[config.mk]
export PLATFORM = sky130hd
export DESIGN_NAME = fifo_rd_stream
export DESIGN_NICKNAME = d
export VERILOG_FILES = /design/src/rtl/fifo_rd_stream.sv
export SDC_FILE = /design/constraint.sdc
export NUM_CORES = 1
export LEC_CHECK = 0
export BUFFER_PORTS_ARGS = -buffer_cell sky130_fd_sc_hd__buf_2
export CORE_MARGIN = 8
export CORE_UTILIZATION = 35
export CTS_CLUSTER_SIZE = 24
export DETAILED_ROUTE_END_ITERATION = 10
export GPL_TIMING_DRIVEN = 0
export PLACE_DENSITY = 0.61
export SETUP_SLACK_MARGIN = 0.02
export SYNTH_ARGS = -nofsm -noshare
export SYNTH_HDL_FRONTEND = slang
export SYNTH_SLANG_ARGS = --single-unit
export TNS_END_PERCENT = 30
[constraint.sdc]
create_clock -name rd_clk -period 11 [get_ports rd_clk]
set_input_delay 3.3 -clock rd_clk [delete_from_list [all_inputs] [get_ports rd_clk]]
set_output_delay 3.3 -clock rd_clk [all_outputs]
set_load 0.02 [all_outputs]
[src/rtl/fifo_rd_stream.sv]
// Drains a 1-cycle-latency FIFO into a valid/ready stream via a 2-entry skid buffer.
// Groups words into PKT_LEN-word packets and keeps a sticky error flag.
module fifo_rd_stream #(
    parameter int WIDTH   = 8,
    parameter int PKT_LEN = 4,
    parameter int CNT_W   = 16
) (
    input  logic             rd_clk,
    input  logic             rst,
    input  logic             en,
    input  logic             empty,
    input  logic             rd_err,
    input  logic [WIDTH-1:0] rdata,
    output logic             rd_en,
    output logic             out_valid,
    input  logic             out_ready,
    output logic [WIDTH-1:0] out_data,
    output logic             out_last,
    output logic [CNT_W-1:0] pkt_cnt,
    output logic             err
);

    localparam int WC_W = $clog2(PKT_LEN);
    localparam logic [WC_W-1:0] WC_MAX = WC_W'(PKT_LEN - 1);

    logic [1:0]       occ_q, occ_d;
    logic             pend_q;
    logic [WIDTH-1:0] buf_q [2];
    logic [WIDTH-1:0] buf_d [2];
    logic [WC_W-1:0]  word_q, word_d;
    logic [CNT_W-1:0] pkt_q, pkt_d;
    logic             err_q, err_d;
    logic             pop;
    logic [2:0]       fill;
    logic [1:0]       wr_idx;

    assign out_valid = (occ_q != 2'd0);
    assign out_data  = buf_q[0];
    assign out_last  = out_valid && (word_q == WC_MAX);
    assign pkt_cnt   = pkt_q;
    assign err       = err_q;

    always_comb begin
        pop    = out_valid && out_ready;
        // Projected occupancy once this cycle's capture and pop both land.
        fill   = {1'b0, occ_q} + {2'b00, pend_q} - {2'b00, pop};
        rd_en  = !rst && en && !empty && (fill < 3'd2);
        wr_idx = occ_q - {1'b0, pop};
        occ_d  = fill[1:0];
        buf_d  = buf_q;
        word_d = word_q;
        pkt_d  = pkt_q;
        err_d  = err_q | rd_err | (rd_en & empty);
        if (pop) begin
            buf_d[0] = buf_q[1];
            word_d   = (word_q == WC_MAX) ? '0 : word_q + 1'b1;
            if (word_q == WC_MAX) begin
                pkt_d = pkt_q + 1'b1;
            end
        end
        // Tail slot is computed after the pop shift so a full buffer can swap.
        if (pend_q) begin
            buf_d[wr_idx[0]] = rdata;
        end
    end

    always_ff @(posedge rd_clk or posedge rst) begin
        if (rst) begin
            occ_q    <= 2'd0;
            pend_q   <= 1'b0;
            buf_q[0] <= '0;
            buf_q[1] <= '0;
            word_q   <= '0;
            pkt_q    <= '0;
            err_q    <= 1'b0;
        end else begin
            occ_q  <= occ_d;
            pend_q <= rd_en;
            buf_q  <= buf_d;
            word_q <= word_d;
            pkt_q  <= pkt_d;
            err_q  <= err_d;
        end
    end

endmodule

After elaboration in Yosys (flattened, before gate mapping)
Index checks and enable logic that the tools add are counted.
{"block": "op_classes", "n_addsub": 5, "multipliers": 0, "div_mod_pow": 0, "n_lt_le_gt_ge": 3, "n_eq_ne": 1, "shift": 0, "n_mux": 6, "bitwise_logic": 4, "reduce_logical": 10}
{"op": "adder 16 x 1 -> 16 bit (second input constant)", "n": 1}
{"op": "bitwise mux 16 bit", "n": 1}
{"op": "two-way mux 16 bit", "n": 1}
{"op": "two-way mux 8 bit", "n": 2}
{"op": "demux 8 bit (select 1 bit)", "n": 1}
{"op": "logical AND 1 bit", "n": 6}
{"op": "adder 2 x 1 -> 3 bit", "n": 1}
{"op": "< comparator 3 x 2 -> 1 bit (second input constant)", "n": 1}
{"op": "subtractor 3 x 1 -> 3 bit", "n": 1}
{"op": "adder 2 x 1 -> 2 bit (second input constant)", "n": 1}
{"op": "== test 2 bit (second input constant)", "n": 1}
{"op": "greater-or-equal comparator 2 bit (second input constant)", "n": 1}
{"op": "logical NOT 1 bit", "n": 2}
{"op": "< comparator 2 x 1 -> 1 bit (second input constant)", "n": 1}
{"op": "two-way mux 2 bit", "n": 1}
{"op": "NOT 1 -> 2 bit", "n": 1}
{"op": "bitwise OR 1 bit", "n": 2}
{"op": "AND reduction 2 bit", "n": 1}
{"op": "nonzero test 2 bit", "n": 1}
{"op": "bitwise AND 1 bit", "n": 1}
{"op": "subtractor 1 bit", "n": 1}
{"block": "word_totals", "ff_bits": 38, "latchBits": 0, "ramBits": 0, "rom_bits": 0, "input_bits": 14, "out_inout_bits": 28, "elab_cells": 36, "memories": 0}

Depth between registers and ports, before layout
{"block": "depth", "ltp_word": 10, "ltp_mapped": 9, "mapped_depth_nobuf": 8}

Worst setup path before layout
Ideal clock, no wire load.
{"block": "synth_path", "path_type": "input-to-output", "from": "input out_ready", "to": "output rd_en", "t_arrival_ps": 4830, "required_ps": 7700, "setup_slack_ps": 2870, "path_stages": 8, "n_path_buf": 1, "cell_sequence": "nand2_2 buf_6 or2_2 nand2_1 ha_1 fa_1 nor2_1 and4_1"}
{"block": "synth_via", "elab_chain_len": 4}
{"element": "start, declared", "line_no": "16", "rtl": "input logic out_ready,"}
{"element": "logical AND 1 bit", "line_no": "44", "rtl": "pop = out_valid && out_ready;"}
{"element": "subtractor 3 x 1 -> 3 bit", "line_no": "46", "rtl": "fill = {1'b0, occ_q} + {2'b00, pend_q} - {2'b00, pop};"}
{"element": "via fill[1]", "line_no": "34", "rtl": "logic [2:0] fill;"}
{"element": "< comparator 3 x 2 -> 1 bit", "line_no": "47", "rtl": "rd_en = !rst && en && !empty && (fill < 3'd2);"}
{"element": "logical AND 1 bit", "line_no": "47"}
{"element": "end, declared", "line_no": "14", "rtl": "output logic rd_en,"}
The timed path passes the listed nets, and every way through them passes these cells.

Worst setup path after layout
Ends and elaborated chain as after synthesis.

==> impl_metrics.toml <==
[finish]
layout-drive-gt1-share_pct = 40.9
layout.cells.non_filler = 263
mostFrequentLayoutCells = "buf_2, dfrtp_1, nand2_1, xnor2_1, mux2_2"
nets = 211
final_util_pct = 42.9
area_growth_pct = 21.1
fillerInstances = 498
seq_area_um2 = 951
stdcell_area_um2 = 2140
num_antenna_cells = 0
layout_commonest_cell = "buf_2"
multi_input_area_um2 = 712

[setup_path]
cp-start-kind = "input port"
worstReg2RegEnd = "pend_q"
critPathMaxStageDelay_ns = 0.43
r2r_slack_ns = 8.61
path_class = "in2out"
cp_max_fo = 10
r2r_start = "occ_q[1]"
cp.arrival_ns = 5.17
reg2regPathDepth = 9
cp_slowest_cell = "fa_1"
cp_common_cell = "buf_2"
critPathRequiredTime_ns = 7.70
crit_chain = "buf_2 > nand2_2 > buf_6 > or2_2 > nand2_1 > ha_1 > fa_1 > nor2_1 > and4_1 > buf_2"
end_kind = "output pin"

[sta]
fin_crit_sh_pct = 77.0
worst_pin_slew_ns = 0.819
drv_slew = 0
fin_skew_ns = 0.00829
finalHoldViolations = 0
relSlewSlack_pct = 45.3
setup_tns_ns = 0
setup_viol = 0
setup_ws_ns = 2.53
fmax_mhz = 118
rsz0062_at_grt = "false"
fin_crit_ns = 8.47

[cts]
cts-root-buf = "clkbuf_8"
cts.sinks = 38
clk-insertion-delay-late_ns = 0.28
cts_tree = "built"
cts_resized = 0
htreeDepth = 2
clkTransAtPathRegs_ns = 0.07
cts_buffers = 5
cts_setup_buffers = 0
cts_buffer_depth = 2
ctsHoldBuffers = 0

[run]
cap_violations = 0

[place]
dp_cells = 256
placed_area_um2 = 2060
gp_congestion = 0.729
dpl.hpwl_um = 2420
place_ws_ns = 2.52
io_buffers = 41

[power_and_ir_drop]
p_per_area_nw_per_um2 = 216
p_leak_nw = 1.09
peakVddDrop_v = 0.0000724

[route]
dr.pass1.iters = 4
ant_nets = 0
route.met3.wl_um = 159
viasPerCell = 4.39
wl_met1_um = 1550
met2_length_um = 1600
vias = 1155
routed_wirelength_um = 3340
drt_iter0_markers = 43
top_layer = "met4"
wl_per_cell_um = 12.7
drc_errors = 0

[worst_hold_path]
min_from = "err"
hold_class = "reg2reg"
hold_depth = 1
min_to = "err"

[floorplan]
num_rows = 26
coreArea_um2 = 4980
initial_utilization_pct = 35.4
ios = 42
dieWidth_um = 87.0
die_height_um = 87.0
die_area_um2 = 7570

[synth]
synth_warnings = 0
ys_types = 31
syn_area_um2 = 1760
netlist_instances = 145
synth_top_cell_by_area = "dfrtp_1"
ys_ff_latch = 38
seq_area_frac_synth_pct = 53.9
syn_nets = 163
yosys.area.top_type_share_pct = 53.9
synthTopCellsByArea = "dfrtp_1, mux2_2, xnor2_1"
synth.avg_cell_area_um2 = 12.2

[outcome]
outcome = "complete, no violations"

[grt]
grt_pass1_wl_um = 5590
grt_overflow_total = 0
grt_max_degree = 40
antenna_found_initial = 0
grt_pass1_vias = 1203
grt_use_total_pct = 9.51
==> synth_stat cells <==
cell type / number
o21ai_0: 3
a21o_1: 1
dfrtp_1: 38
o2111ai_2: 1
fa_1: 1
nor3_2: 1
nor2_1: 3
buf_4: 8
nand3b_1: 1
a21bo_2: 1
nand2_2: 1
xor2_1: 5
mux2i_1: 8
nand2b_1: 1
xnor2_1: 11
buf_6: 1
ha_1: 3
nand4_1: 3
and3_1: 2
and2_1: 1
o211ai_4: 1
nand3_1: 4
and4_1: 2
mux2_2: 10
or2_2: 3
nor4_4: 1
buf_2: 3
o21ai_1: 5
inv_1: 4
nand2_1: 15
nor3_1: 3
==> kinds of logic after synthesis <==
family,count (synthesis),share of synthesized area (%)
buffers and inverters,16,5.74
flip-flops,38,53.9
AO/OA/AOI/OAI,12,5.32
AND/OR/NAND/NOR,41,12.9
multiplexers,18,10.9
adder cells (fa/ha/maj),4,3.26
XOR/XNOR,16,7.94
==> metrics by stage <==
stage	total power, mW	hold WS [ns]
floorplan	0.332	0.479
global placement	0.375	0.445
detailed placement	0.379	0.444
CTS	0.472	0.462
global route	0.499	0.477
finish	0.462	0.462
==> critical path: cells and delay by family <==
kind / cells / cell delay (ns)
fa+ha+maj: 2 / 0.58
simple gates: 5 / 0.79
buf+inv: 3 / 0.50
==> power by group <==
| part | internal [mW] | switching, mW |
|---|---|---|
| clock | 0.0435 | 0.0465 |
| combinational | 0.0785 | 0.0847 |
| sequential | 0.178 | 0.0309 |
| total | 0.300 | 0.162 |
==> layer usage <==
metal | vias up | global-route usage [%]
met5 | - | 0
met4 | 0 | 3.76
met3 | 2 | 3.77
met2 | 24 | 14.9
met1 | 549 | 11.3
li1 | 580 | -
==> final cells by class <==
cell class                      count  share of cell area, %
Sequential cell                    38                   44.5
Multi-Input combinational cell     91                   33.3
Timing Repair Buffer               41                   9.60
Tap cell                           70                   4.10
Buffer                             12                   4.04
Clock buffer                        6                   3.40
Inverter                            4                  0.703
Clock inverter                      1                  0.351
==> worst max-delay path by stage <==
stage / startpoint / end / cells after the start
floorplan: out_ready / rd_en / 8
global placement: out_ready / rd_en / 10
detailed placement: out_ready / rd_en / 10
CTS: out_ready / rd_en / 10
global route: out_ready / rd_en / 10
finish: out_ready / rd_en / 10
No activity file was read; power rests on OpenSTA's default activity.
